--- config.mk ---
export PLATFORM = sky130hd
export DESIGN_NAME = sum_board_serial_flat
export DESIGN_NICKNAME = d
export VERILOG_FILES = /design/src/rtl/sum_board_serial_if.sv /design/src/rtl/sum_board_serial.sv /design/src/flat_wrapper.sv
export SDC_FILE = /design/constraint.sdc
export NUM_CORES = 1
export LEC_CHECK = 0
export BUFFER_PORTS_ARGS = -buffer_cell sky130_fd_sc_hd__buf_2
export CAP_MARGIN = 20
export CORE_MARGIN = 3
export CORE_UTILIZATION = 61
export CTS_CLUSTER_DIAMETER = 50
export DETAILED_ROUTE_END_ITERATION = 10
export PLACE_DENSITY_LB_ADDON = 0.3
export SYNTH_ARGS = -nofsm -noshare
export SYNTH_HDL_FRONTEND = slang
export SYNTH_SLANG_ARGS = --single-unit
--- constraint.sdc ---
create_clock -name clk -period 4 [get_ports clk]
set_input_delay 0.4 -clock clk [delete_from_list [all_inputs] [get_ports clk]]
set_output_delay 0.4 -clock clk [all_outputs]
set_load 0.1 [all_outputs]
--- src/rtl/sum_board_serial_if.sv ---
// Board-side signal bundle for sum_board_serial: switches and buttons in,
// LED digit and status flags out.
interface sum_board_serial_if #(
   parameter int WIDTH = 32,
   parameter int DIGIT = 4
);
   localparam int NDIG = WIDTH / DIGIT;
   localparam int SW   = (NDIG > 1) ? $clog2(NDIG) : 1;

   logic             ena;
   logic [DIGIT-1:0] din;
   logic [SW-1:0]    sel;
   logic             load_a;
   logic             load_b;
   logic             start;
   logic             sub;
   logic             c_in;
   logic [DIGIT-1:0] disp;
   logic             co;
   logic             ovf;
   logic             busy;
   logic             done;

   modport master (
      output ena, din, sel, load_a, load_b, start, sub, c_in,
      input  disp, co, ovf, busy, done
   );

   modport slave (
      input  ena, din, sel, load_a, load_b, start, sub, c_in,
      output disp, co, ovf, busy, done
   );
endinterface

--- src/rtl/sum_board_serial.sv ---
// Digit-serial add/subtract unit driven from board switches and buttons;
// operands are entered and the result read back one DIGIT at a time.
module sum_board_serial #(
   parameter int WIDTH = 32,
   parameter int DIGIT = 4
) (
   input logic               clk,
   input logic               rst,
   sum_board_serial_if.slave bus
);
   localparam int NDIG = WIDTH / DIGIT;
   localparam int SW   = (NDIG > 1) ? $clog2(NDIG) : 1;
   localparam logic [SW:0] NDIG_L = (SW + 1)'(NDIG);

   typedef enum logic [1:0] {IDLE, CALC, DONE} state_t;

   state_t           state;
   logic [2:0]       btn_p0, btn_p1, btn_p2, pulse;
   logic [WIDTH-1:0] a_r, b_r, res_r;
   logic [SW-1:0]    k;
   logic             carry, mode_r, co_r, ovf_r, busy_r, done_r;
   logic [DIGIT-1:0] a_dig, b_dig, bx_dig, disp_c;
   logic [DIGIT:0]   sum;
   logic             load_ok;

   function automatic logic ovf_of(input logic a_msb, input logic bx_msb,
                                   input logic s_msb);
      return (a_msb == bx_msb) && (s_msb != a_msb);
   endfunction

   // Button capture: two synchroniser flops plus a delay flop for edge detect
   always_ff @(posedge clk) begin
      if (rst) begin
         btn_p0 <= '0;
         btn_p1 <= '0;
         btn_p2 <= '0;
      end else begin
         btn_p0 <= {bus.start, bus.load_b, bus.load_a};
         btn_p1 <= btn_p0;
         btn_p2 <= btn_p1;
      end
   end

   assign pulse   = btn_p1 & ~btn_p2;
   assign load_ok = bus.ena && (state == IDLE) && ({1'b0, bus.sel} < NDIG_L);

   always_comb begin
      a_dig  = '0;
      b_dig  = '0;
      disp_c = '0;
      for (int i = 0; i < NDIG; i++) begin
         if (k == SW'(i)) begin
            a_dig = a_r[i*DIGIT +: DIGIT];
            b_dig = b_r[i*DIGIT +: DIGIT];
         end
         if (bus.sel == SW'(i)) disp_c = res_r[i*DIGIT +: DIGIT];
      end
      bx_dig = b_dig ^ {DIGIT{mode_r}};
      sum    = {1'b0, a_dig} + {1'b0, bx_dig} + {{DIGIT{1'b0}}, carry};
   end

   // Control FSM and digit-serial datapath
   always_ff @(posedge clk) begin
      if (rst) begin
         state  <= IDLE;
         a_r    <= '0;
         b_r    <= '0;
         res_r  <= '0;
         k      <= '0;
         carry  <= 1'b0;
         mode_r <= 1'b0;
         co_r   <= 1'b0;
         ovf_r  <= 1'b0;
         busy_r <= 1'b0;
         done_r <= 1'b0;
      end else begin
         case (state)
            IDLE: begin
               done_r <= 1'b0;
               for (int i = 0; i < NDIG; i++) begin
                  if (load_ok && bus.sel == SW'(i)) begin
                     if (pulse[0]) a_r[i*DIGIT +: DIGIT] <= bus.din;
                     if (pulse[1]) b_r[i*DIGIT +: DIGIT] <= bus.din;
                  end
               end
               if (pulse[2]) begin
                  state  <= CALC;
                  res_r  <= '0;
                  k      <= '0;
                  mode_r <= bus.sub;
                  carry  <= bus.sub ? 1'b1 : bus.c_in;
                  busy_r <= 1'b1;
               end
            end
            CALC: begin
               for (int i = 0; i < NDIG; i++) begin
                  if (k == SW'(i)) res_r[i*DIGIT +: DIGIT] <= sum[DIGIT-1:0];
               end
               carry <= sum[DIGIT];
               k     <= k + 1'b1;
               if (k == SW'(NDIG - 1)) begin
                  state  <= DONE;
                  co_r   <= sum[DIGIT];
                  ovf_r  <= ovf_of(a_dig[DIGIT-1], bx_dig[DIGIT-1], sum[DIGIT-1]);
                  busy_r <= 1'b0;
                  done_r <= 1'b1;
               end
            end
            DONE: begin
               done_r <= 1'b0;
               state  <= IDLE;
            end
            default: state <= IDLE;
         endcase
      end
   end

   assign bus.disp = disp_c;
   assign bus.co   = co_r;
   assign bus.ovf  = ovf_r;
   assign bus.busy = busy_r;
   assign bus.done = done_r;
endmodule
--- src/flat_wrapper.sv ---
// flat-port wrapper written by rule: the top's interface ports become plain ports
module sum_board_serial_flat 
#(
   parameter int WIDTH = 32,
   parameter int DIGIT = 4
)
  (clk, rst, bus_ena, bus_din, bus_sel, bus_load_a, bus_load_b, bus_start, bus_sub, bus_c_in, bus_disp, bus_co, bus_ovf, bus_busy, bus_done);
  sum_board_serial_if #(.WIDTH(WIDTH), .DIGIT(DIGIT)) bus_i ();
  input logic clk;
  input logic rst;
  input wire logic [$bits(bus_i.ena)-1:0] bus_ena;
  input wire logic [$bits(bus_i.din)-1:0] bus_din;
  input wire logic [$bits(bus_i.sel)-1:0] bus_sel;
  input wire logic [$bits(bus_i.load_a)-1:0] bus_load_a;
  input wire logic [$bits(bus_i.load_b)-1:0] bus_load_b;
  input wire logic [$bits(bus_i.start)-1:0] bus_start;
  input wire logic [$bits(bus_i.sub)-1:0] bus_sub;
  input wire logic [$bits(bus_i.c_in)-1:0] bus_c_in;
  output wire logic [$bits(bus_i.disp)-1:0] bus_disp;
  output wire logic [$bits(bus_i.co)-1:0] bus_co;
  output wire logic [$bits(bus_i.ovf)-1:0] bus_ovf;
  output wire logic [$bits(bus_i.busy)-1:0] bus_busy;
  output wire logic [$bits(bus_i.done)-1:0] bus_done;
  assign bus_i.ena = bus_ena;
  assign bus_i.din = bus_din;
  assign bus_i.sel = bus_sel;
  assign bus_i.load_a = bus_load_a;
  assign bus_i.load_b = bus_load_b;
  assign bus_i.start = bus_start;
  assign bus_i.sub = bus_sub;
  assign bus_i.c_in = bus_c_in;
  assign bus_disp = bus_i.disp;
  assign bus_co = bus_i.co;
  assign bus_ovf = bus_i.ovf;
  assign bus_busy = bus_i.busy;
  assign bus_done = bus_i.done;
  sum_board_serial #(.WIDTH(WIDTH), .DIGIT(DIGIT)) u_core (.clk(clk), .rst(rst), .bus(bus_i));
endmodule
# Word-level counts from Yosys, hierarchy flattened
# Index checks and enable logic that the tools add are counted.
# W data, S select, Z words.
[classes]
n_eq_ne = 27
add_sub_neg = 3
bitwise = 3
n_reduce_logical = 45
n_mux = 47
[op_table]
columns = ["operator", "n"]
rows = [
  ["$mux W4", 32],
  ["$reduce_and A3 Y1", 24],
  ["$pmux W32 S2", 1],
  ["$mux W32", 1],
  ["$eq A3 B3 Y1 const B", 8],
  ["$ne A2 B1 Y1 const B", 9],
  ["$eq A3 B2 Y1 const B", 4],
  ["$logic_and A1 B1 Y1", 10],
  ["$reduce_and A2 Y1", 5],
  ["$eq A3 B1 Y1 const B", 2],
  ["$logic_not A3 Y1", 2],
  ["$pmux W1 S2", 3],
  ["$pmux W3 S2", 1],
  ["$add A4 B4 Y5", 1],
  ["$add A5 B1 Y5", 1],
  ["$mux W1", 5],
  ["$mux W2", 2],
  ["$pmux W2 S2", 1],
  ["$reduce_bool A2 Y1", 2],
  ["$xor A4 B4 Y4", 1],
  ["$add A3 B1 Y3 const B", 1],
  ["$and A3 B3 Y3", 1],
  ["$mux W3", 1],
  ["$not A3 Y3", 1],
  ["6 further kinds", 6],
]
[word_totals]
elab_cells = 160
input_bits = 15
output_inout_bits = 8
regBits = 116

# Depth between registers and ports, before layout
# Gate-level depths: netlist of run 1.
[logic_depth]
ltp_word = 14
mapped_depth = 16

# Worst setup path after synthesis of run 1
# Ideal clock, no wire load.
[synth_timing]
path_kind = "input -> output"
from = "input bus_sel[0]"
to = "output bus_disp[2]"
arrival_ns = 3.377
path_stages = 6
required_time_ns = 3.600
slack_ns = 0.223
path_cell_list = "clkbuf_1 > buf_2 > mux2i_1 > nor2_1 > a21oi_1 > o21ai_0"
[synth_via]
elab_chain_cells = 9
elab_cells_between_ends = 16
cone_classes = "eq/ne (7); mux (8); reduce/logical (1)"
[synth_lines]
columns = ["item", "line_no", "source"]
rows = [
  ["start, declared", "flat_wrapper.sv:13", "input wire logic [$bits(bus_i.sel)-1:0] bus_sel;"],
  ["$logic_not A3 Y1", "sum_board_serial.sv:56", "if (bus.sel == SW'(i)) disp_c = res_r[i*DIGIT +: DIGIT];"],
  ["$mux W4 (7 in a row)", "sum_board_serial.sv:56", ""],
  ["$mux W4 (*)", "sum_board_serial.sv:56", ""],
  ["end, declared", "flat_wrapper.sv:19", "output wire logic [$bits(bus_i.disp)-1:0] bus_disp;"],
]
# Mark *: on every way between the ends. The rest lies on a longest branch, timed or not.

# Final worst setup path of run 1
[layout_timing]
from = "register u_core.k[0]"
to = "register u_core.res_r[31]"
[layout_via]
elab_chain_cells = 14
elab_cells_between_ends = 31
cone_classes = "add/sub (2); eq/ne (8); mux (18); bitwise (1); reduce/logical (2)"
[layout_lines]
columns = ["item", "line_no", "source"]
rows = [
  ["start, declared", "sum_board_serial.sv:20", "logic [SW-1:0] k;"],
  ["start signal, assigned", "sum_board_serial.sv:100", "k <= k + 1'b1;"],
  ["$logic_not A3 Y1", "sum_board_serial.sv:52", "if (k == SW'(i)) begin"],
  ["$mux W4 (8 in a row)", "sum_board_serial.sv:52", ""],
  ["$xor A4 B4 Y4", "sum_board_serial.sv:58", "bx_dig = b_dig ^ {DIGIT{mode_r}};"],
  ["$add A4 B4 Y5", "sum_board_serial.sv:59", "sum = {1'b0, a_dig} + {1'b0, bx_dig} + {{DIGIT{1'b0}}, carry};"],
  ["$add A5 B1 Y5", "sum_board_serial.sv:59", ""],
  ["$mux W4", "sum_board_serial.sv:97", "if (k == SW'(i)) res_r[i*DIGIT +: DIGIT] <= sum[DIGIT-1:0];"],
  ["$pmux W32 S2", "sum_board_serial.sv:77", "case (state)"],
  ["end signal, assigned by index", "sum_board_serial.sv:97", ""],
  ["end, declared", "sum_board_serial.sv:19", "logic [WIDTH-1:0] a_r, b_r, res_r;"],
]
# Several ways; a longest one is shown, not always the timed one. The select of a mux whose other input is x is not followed.
# A chain may end at the register's enable or synchronous reset.

==> results of run 1 <==
[power groups by stage]
stage / Combinational, mW / Sequential [mW] / Clock (mW)
6_report: 0.161 / 1.17 / 1.51
5_1_grt: 0.173 / 1.17 / 1.56
4_1_cts: 0.155 / 1.17 / 1.50
3_5_place_dp: 0.153 / 1.20 / 0
3_3_place_gp: 0.149 / 1.20 / 0
2_1_floorplan: 0.111 / 1.20 / 0
[cells by family (layout without fill, tap and decap cells)]
kind of cell             after synthesis  after routing  share of synthesized area
buffers and inverters                 71             87                     0.0572
XOR/XNOR                               6              6                    0.00969
adder cells (fa/ha/maj)               11             11                     0.0282
AND/OR/NAND/NOR                      233            233                      0.201
AO/OA/AOI/OAI                        167            167                      0.198
flip-flops                           116            116                      0.428
multiplexers                          36             36                     0.0775
[flip-flops by register name (all words and copies together), names as in the netlist, 2 cells and up]
signal / flops
u_core.a_r: 32
u_core.b_r: 32
u_core.btn_p0: 3
u_core.btn_p1: 3
u_core.btn_p2: 3
u_core.k: 3
u_core.res_r: 32
u_core.state: 2
[layer usage]
layer  global-route usage  vias up  wire length [um]
met2                0.483      281              6880
met3               0.0625       33              1500
met1                0.426     2362              6170
li1                     -     2281                 -
met4                0.127        0               328
met5                    0        -                 0
[path summary, 6_finish.rpt]
path,from,end,slack [ns]
min reg2reg,u_core.btn_p0[2]$_SDFF_PP0_,u_core.btn_p1[2]$_SDFF_PP0_,0.44
min,bus_start,u_core.btn_p0[2]$_SDFF_PP0_,0.08
max,u_core.k[0]$_SDFFE_PP0P_,u_core.res_r[31]$_SDFFE_PP0P_,0.34
max reg2reg,u_core.k[0]$_SDFFE_PP0P_,u_core.res_r[31]$_SDFFE_PP0P_,0.34
[per-stage QoR]
stage | std cells | instance area (um2) | util | hold WS [ns] | power (mW)
after global placement | 727 | 5540 | 0.657 | 0.418 | 1.35
after detailed placement | 728 | 5540 | 0.658 | 0.428 | 1.35
after floorplan | 640 | 5420 | - | 0.414 | 1.31
after global routing | 761 | 6170 | 0.733 | 0.0891 | 2.91
after CTS | 760 | 6140 | 0.729 | 0.0652 | 2.83
final | 761 | 6170 | 0.733 | 0.0759 | 2.84
[area by class of cell]
class	instances	area, um2
multi-input cells	453	2830
flip-flops and latches	116	2320
fillers	624	2250
clock buffers	21	469
repair buffers	36	230
well taps	105	131
clock inverters	11	125
inverters	19	71.3
[timing repair]
| action | CTS | global route |
|---|---|---|
| setup buffers | 0 | 1 |
| gates resized for setup | 1 | 5 |
| pin swaps | 0 | 1 |
| setup endpoints to repair | 8 | 25 |
[placed cells by master, fill, tap and decap left out, types with 7 or more instances in the layout]
cell       synthesis  layout
a21oi_1           74      74
a221oi_1          18      18
a22oi_1           17      17
a32o_1             8       8
buf_2              5      21
buf_4              3      14
clkbuf_16          0      16
dfxtp_1          116     116
ha_1               9       7
inv_1             18      18
mux2i_1           27      27
nand2_1           81      81
nand3_1           52      52
nor2_1            67      67
nor2b_1           17      17
o21ai_0           21      21
==> impl_metrics.py, run 1 <==
metrics = {
    "power_and_ir_drop": {
        "p_int_mw": 2.16,
        "swShare": 0.239,
        "switchingPower_mw": 0.678,
        "leakagePower_nw": 2.35,
        "ir_drop_mv": 0.338,
        "clockPowerShare": 0.531,
        "combPwrFrac": 0.057,
        "p_per_area_nw_per_um2": 460,
        "seqPwrFrac": 0.413,
    },
    "worst_setup_path": {
        "r2r_cells": 14,
        "cp_slowest_cell": "a221oi_1",
        "worst-path-max-fanout": 11,
        "cp.required_ns": 4.47,
        "crit_buf_inv": 4,
        "slowest_delay_ns": 0.50,
        "crit_path_end_kind": "flop",
        "cp-start-kind": "flop",
        "cp_cell_sequence": "inv_1 -> ha_2 -> inv_1 -> nor2_1 -> buf_4 -> a221oi_1 -> a21oi_1 -> ha_1 -> nor2b_1 -> o21ai_0 -> a21boi_0 -> nor4_4 -> buf_4 -> a32o_1",
        "worst_ep_arrival_time_ns": 4.13,
        "critPathKind": "flop to flop",
        "crit_cells": 14,
        "crit_family": "compound AO/OA/AOI/OAI gates",
    },
    "sta": {
        "rsz0062_at_grt": "false",
        "period_needed_ns": 3.66,
        "clock_skew_ns": 0.00574,
        "final_max_slew_viol_count": 0,
        "max_slew_margin": 0.257,
        "fin_tns_setup_ns": 0,
        "tightest_slew_ns": 1.11,
        "setup_viol": 0,
        "final-hold-violation-count": 0,
        "finalCritPeriodShare": 0.915,
        "max_freq_mhz": 273,
        "setup_ws_ns": 0.339,
    },
    "routing": {
        "wl_um": 14900,
        "drtIter0Drc": 579,
        "ant_nets": 0,
        "avgRoutedWirePerCell_um": 19.5,
        "vias": 4957,
        "first_pass_iters": 6,
        "route.detailed.drc": 0,
        "viasPerCell": 6.51,
    },
    "finish": {
        "fin_nets": 669,
        "n_antenna_cell": 0,
        "layout-drive-gt1-share": 0.136,
        "area_growth_pct": 13.9,
    },
    "status": {
        "outcome": "completed",
    },
    "min_path": {
        "worstHoldPathType": "input port to flop",
        "worstHoldPathCells": 2,
    },
    "global_routing": {
        "antenna_found_initial": 0,
        "grt_overflow": 0,
        "grt_pass1_wl_um": 24600,
        "grt_pass1_vias": 4800,
        "grt_max_degree": 110,
        "grtUsageTotal": 0.312,
    },
    "cts": {
        "numClockSinks": 116,
        "clock_latency_ns": 0.53,
        "cts_tree": "built",
        "root_buffer": "clkbuf_8",
        "clock_path_buffers": 2,
        "htreeDepth": 4,
        "clk_pin_slew_worst_paths_ns": 0.06,
        "cts_made_buffers": 17,
        "hold_buffers": 0,
    },
    "floorplanning": {
        "die_h_um": 100,
        "die_area_um2": 10100,
        "design.core.area_um2": 8420,
        "die_w_um": 100,
        "io_pins": 23,
        "fp-row-count": 33,
        "initial_utilization": 0.644,
    },
    "placed_design": {
        "dp_slack_ns": -0.0279,
        "portBuffers": 22,
        "hpwl_um": 9630,
        "place_congestion": 0.872,
    },
    "synth": {
        "yosysTopAreaCell": "dfxtp_1",
        "synth_common_cells": "116 x dfxtp_1, 81 x nand2_1, 74 x a21oi_1",
        "yosysMostFrequentCell": "dfxtp_1",
        "synth_flop_cell": "dfxtp_1",
        "syn_area_um2": 5420,
        "synth_fp_nets": 666,
        "async_flop_share": 0,
        "ys_top_cells_by_area": "dfxtp_1 43%, a21oi_1 6.8%, nand2_1 5.6%",
        "synth_cell_type_count": 49,
        "syn_area_per_cell_um2": 8.47,
        "synth_seq_cells": 116,
        "syn_inst": 640,
        "yosysSeqAreaShare": 0.428,
        "yosysTopAreaCellShare": 0.428,
        "synth_edf_count": 0,
        "ys.warnings.count": 0,
    },
    "flow_run": {
        "max-cap-violations": 0,
    },
}
Note: power is estimated with default switching activity, not from simulation.
==> run 2, diff against run 1 <==
--- a/config.mk
+++ b/config.mk
@@ -8,7 +8,7 @@
 export BUFFER_PORTS_ARGS = -buffer_cell sky130_fd_sc_hd__buf_2
 export CAP_MARGIN = 20
 export CORE_MARGIN = 3
-export CORE_UTILIZATION = 61
+export CORE_UTILIZATION = 50
 export CTS_CLUSTER_DIAMETER = 50
 export DETAILED_ROUTE_END_ITERATION = 10
 export PLACE_DENSITY_LB_ADDON = 0.3
==> impl_metrics.py, run 2 (synthesis gave the netlist of run 1 again) <==
metrics = {
    "sta": {
        "tightest_slew_ns": 0.975,
        "clock_skew_ns": 0.00687,
        "setup_viol": 0,
        "final_max_slew_viol_count": 0,
        "final-hold-violation-count": 0,
        "setup_ws_ns": 0.302,
        "rsz0062_at_grt": "true",
        "max_freq_mhz": 270,
        "period_needed_ns": 3.70,
        "finalCritPeriodShare": 0.924,
        "max_slew_margin": 0.349,
    },
    "power_and_ir_drop": {
        "p_per_area_nw_per_um2": 456,
        "leakagePower_nw": 2.36,
        "ir_drop_mv": 0.482,
        "finalPower_mw": 2.83,
    },
    "cts": {
        "clock_latency_ns": 0.53,
        "hold_buffers": 0,
        "htreeDepth": 4,
        "numClockSinks": 116,
        "clk_pin_slew_worst_paths_ns": 0.06,
        "cts_tree": "built",
        "clock_path_buffers": 2,
        "cts_made_buffers": 17,
        "root_buffer": "clkbuf_8",
        "post_cts_resized": 0,
        "cts_setup_buffers": 0,
    },
    "finish": {
        "instances_no_fill": 793,
        "area_growth_pct": 14.6,
        "stdcell_area_um2": 6210,
        "final_common_cell": "dfxtp_1",
        "fin_util": 0.597,
        "n_antenna_cell": 0,
        "fin_nets": 671,
        "top_regs": "u_core.a_r x32, u_core.b_r x32, u_core.res_r x32",
        "layout_common_cells": "116 x dfxtp_1, 81 x nand2_1, 74 x a21oi_1",
        "layout-drive-gt1-share": 0.131,
    },
    "floorplanning": {
        "io_pins": 23,
        "die_w_um": 110,
        "die_h_um": 110,
        "initial_utilization": 0.520,
        "fp-row-count": 37,
        "die_area_um2": 12100,
        "design.core.area_um2": 10400,
    },
    "worst_setup_path": {
        "cp.required_ns": 4.47,
        "cp-start-kind": "flop",
        "worst_ep_arrival_time_ns": 4.17,
        "worst-path-max-fanout": 11,
        "rr_startpoint": "u_core.k[0]$_SDFFE_PP0P_",
        "setup.worst_path.start": "u_core.k[0]$_SDFFE_PP0P_",
        "critPathKind": "flop to flop",
        "crit_path_end_kind": "flop",
    },
    "placed_design": {
        "dpl_cell_area_um2": 5580,
        "hpwl_um": 9720,
        "place_inst": 760,
        "place_congestion": 0.916,
        "dp_slack_ns": 0.196,
        "portBuffers": 22,
    },
    "min_path": {
        "min_from": "bus_load_b",
        "worstHoldPathType": "input port to flop",
    },
    "routing": {
        "dr_wl_met2_um": 7010,
        "avgRoutedWirePerCell_um": 18.8,
        "drt-met1-wl_um": 6680,
        "wl_um": 14900,
        "first_pass_iters": 5,
        "wl_met3_um": 839,
        "dr.max_layer_used": "met4",
        "vias": 4863,
        "drtIter0Drc": 390,
        "viasPerCell": 6.13,
        "ant_nets": 0,
        "route.detailed.drc": 0,
    },
    "global_routing": {
        "antenna_found_initial": 0,
        "grt_max_degree": 110,
        "grt_pass1_wl_um": 23900,
        "grtUsageTotal": 0.260,
        "grt_pass1_vias": 4648,
        "grt_overflow": 0,
    },
    "flow_run": {
        "max-cap-violations": 0,
    },
    "status": {
        "outcome": "completed",
    },
}
-- run 2: cell types whose count changed in the layout (fill, tap and decap cells not counted), sizes merged --
| cell | change |
|---|---|
| buf | +2 |
| clkinvlp | -2 |
| inv | -1 |
| clkinv | -1 |
| clkbuf | +3 |
-- run 2: metrics by stage --
stage	TNS (ns)	hold WS [ns]
after floorplan	0	0.414
after global placement	0	0.421
after detailed placement	0	0.431
after CTS	0	0.0686
after global routing	-0.00792	0.0886
final	0	0.0807
-- run 2: area by class of cell --
class                   instances  area (um2)
fillers                       919        4200
multi-input cells             453        2810
flip-flops and latches        116        2320
clock buffers                  24         490
repair buffers                 38         253
well taps                     136         170
clock inverters                 7        96.3
inverters                      19        71.3
-- run 2: metal layers --
layer,vias up,global-route usage
li1,2282,-
met3,37,0.0600
met2,171,0.410
met5,-,0
met4,0,0.123
met1,2373,0.336
-- run 2: final timing paths --
kind	to	slack, ns	cells past startpoint
max	u_core.res_r[11]$_SDFFE_PP0P_	0.30	13
min	u_core.btn_p0[1]$_SDFF_PP0_	0.08	2
max reg2reg	u_core.res_r[11]$_SDFFE_PP0P_	0.30	13
min reg2reg	u_core.btn_p1[2]$_SDFF_PP0_	0.44	1
-- run 2: power breakdown --
part	internal (mW)	leakage (nW)	switching, mW	total, mW
logic	0.0475	1.15	0.118	0.165
registers	1.17	0.936	0.00659	1.17
clock network	0.965	0.279	0.531	1.50
-- run 2: critical path: stages, from the launching register on --
cell and delay (ns):
dfxtp_1 0.33, inv_1 0.12, ha_1 0.35, inv_1 0.25, nor2_2 0.26, nor2_1 0.13, a221oi_1 0.45, a21oi_1 0.15
ha_1 0.28, nor2b_1 0.12, o21ai_0 0.31, a21boi_0 0.23, nor4_4 0.43, a32o_1 0.20
==> run 3, diff against run 2 <==
--- a/config.mk
+++ b/config.mk
@@ -8,7 +8,7 @@
 export BUFFER_PORTS_ARGS = -buffer_cell sky130_fd_sc_hd__buf_2
 export CAP_MARGIN = 20
 export CORE_MARGIN = 3
-export CORE_UTILIZATION = 50
+export CORE_UTILIZATION = 25
 export CTS_CLUSTER_DIAMETER = 50
 export DETAILED_ROUTE_END_ITERATION = 10
 export PLACE_DENSITY_LB_ADDON = 0.3
==> impl_metrics.py, run 3 (synthesis gave the netlist of run 1 again) <==
metrics = {
    "cts": {
        "cts_setup_buffers": 0,
        "numClockSinks": 116,
        "htreeDepth": 4,
        "clock_path_buffers": 2,
        "cts_tree": "built",
        "cts_made_buffers": 17,
        "hold_buffers": 0,
        "clock_latency_ns": 0.42,
        "root_buffer": "clkbuf_16",
        "clk_pin_slew_worst_paths_ns": 0.05,
    },
    "power_and_ir_drop": {
        "finalPower_mw": 2.83,
        "p_per_area_nw_per_um2": 444,
        "leakagePower_nw": 2.37,
        "ir_drop_mv": 0.220,
    },
    "finish": {
        "top_regs": "u_core.a_r x32, u_core.b_r x32, u_core.res_r x32",
        "layout-drive-gt1-share": 0.132,
        "stdcell_area_um2": 6380,
        "n_antenna_cell": 0,
        "instances_no_fill": 934,
        "fill_cells": 2257,
        "layout_common_cells": "116 x dfxtp_1, 81 x nand2_1, 74 x a21oi_1",
        "final_common_cell": "dfxtp_1",
        "fin_util": 0.301,
        "area_growth_pct": 17.6,
        "fin_nets": 673,
    },
    "floorplanning": {
        "io_pins": 23,
        "die_h_um": 153,
        "design.core.area_um2": 21200,
        "die_w_um": 153,
        "initial_utilization": 0.256,
        "fp-row-count": 53,
        "die_area_um2": 23500,
    },
    "worst_setup_path": {
        "slowest_delay_ns": 0.50,
        "crit_path_end_kind": "flop",
        "cp_slowest_cell": "fa_1",
        "critPathKind": "flop to flop",
        "cp.required_ns": 4.34,
        "cp-start-kind": "flop",
        "cp_cell_sequence": "inv_1 -> ha_1 -> inv_1 -> a21oi_1 -> a221oi_1 -> a221oi_1 -> xnor2_1 -> fa_1 -> fa_1 -> nor2_1 -> a22oi_1 -> nor2_1",
        "worst_ep_arrival_time_ns": 4.01,
        "worst-path-max-fanout": 12,
    },
    "routing": {
        "ant_nets": 0,
        "avgRoutedWirePerCell_um": 16.5,
        "wl_um": 15400,
        "viasPerCell": 4.95,
        "vias": 4622,
        "first_pass_iters": 5,
        "drtIter0Drc": 378,
        "route.detailed.drc": 0,
    },
    "global_routing": {
        "antenna_found_initial": 0,
        "grtUsageTotal": 0.134,
        "grt_max_degree": 96,
        "grt_overflow": 0,
        "grt_pass1_wl_um": 24900,
        "grt_pass1_vias": 4470,
    },
    "sta": {
        "final-hold-violation-count": 0,
        "max_slew_margin": 0.308,
        "clock_skew_ns": 0.00649,
        "period_needed_ns": 3.67,
        "setup_ws_ns": 0.333,
        "rsz0062_at_grt": "false",
        "whs_ns": 0.197,
        "fin_tns_setup_ns": 0,
        "tightest_slew_ns": 1.04,
        "max_freq_mhz": 273,
        "setup_viol": 0,
        "finalCritPeriodShare": 0.917,
        "final_max_slew_viol_count": 0,
    },
    "flow_run": {
        "max-cap-violations": 0,
    },
    "placed_design": {
        "portBuffers": 22,
        "place_congestion": 0.828,
        "place_inst": 903,
        "dp_slack_ns": 0.167,
        "hpwl_um": 10600,
        "dpl_cell_area_um2": 5780,
    },
    "min_path": {
        "worstHoldPathType": "input port to flop",
    },
    "status": {
        "outcome": "completed",
    },
}
==> run 3: changes by cell type in the layout (fill, tap and decap cells not counted), sizes merged <==
cell	delta
buf	+2
clkbuf	-2
clkinv	+2
==> run 3: report_power, final <==
group | switching (mW) | internal, mW
Combinational | 0.119 | 0.0449
Clock | 0.522 | 0.973
Sequential | 0.00647 | 1.17
==> run 3: final timing paths <==
path / startpoint / endpoint / slack, ns / cells after the start
setup / recovery: u_core.k[0]$_SDFFE_PP0P_ / u_core.res_r[17]$_SDFFE_PP0P_ / 0.33 / 12
hold / removal: bus_start / u_core.btn_p0[2]$_SDFF_PP0_ / 0.20 / 2
setup reg to reg: u_core.k[0]$_SDFFE_PP0P_ / u_core.res_r[17]$_SDFFE_PP0P_ / 0.33 / 12
hold reg to reg: u_core.btn_p0[2]$_SDFF_PP0_ / u_core.btn_p1[2]$_SDFF_PP0_ / 0.43 / 1
==> run 3: timing repair <==
item | 4_1_cts | 5_1_grt
gates resized for setup | 0 | 1
endpoints found under the hold margin | 0 | 0
endpoints found under the setup margin | 0 | 8
==> run 3: cell type report <==
cell class,instances,area [um2],share of cell area
clock buffer,22,484,0.0759
clock inverter,9,103,0.0161
inverter,19,71.3,0.0112
multi-input combinational,453,2800,0.440
sequential,116,2320,0.364
tap,275,344,0.0540
timing repair buffer,40,248,0.0389
==> run 3: metal layers <==
layer  global-route usage  wire length [um]  vias to the layer above
met5                    0                 0                        -
met4               0.0348               200                        0
met3               0.0413               665                       13
met2                0.202              6810                       92
met1                0.186              7710                     2227
li1                     -                 -                     2290
==> run 3: worst max-delay path, delay by kind of cell, from the launching register on <==
kind                       cells  cell delay [ns]
adders and majority gates      3             1.42
AOI/OAI and AO/OA              4             0.87
and+or+nand+nor                2             0.55
DFF                            1             0.32
buffers and inverters          2             0.27
xor gates and xnor gates       1             0.16
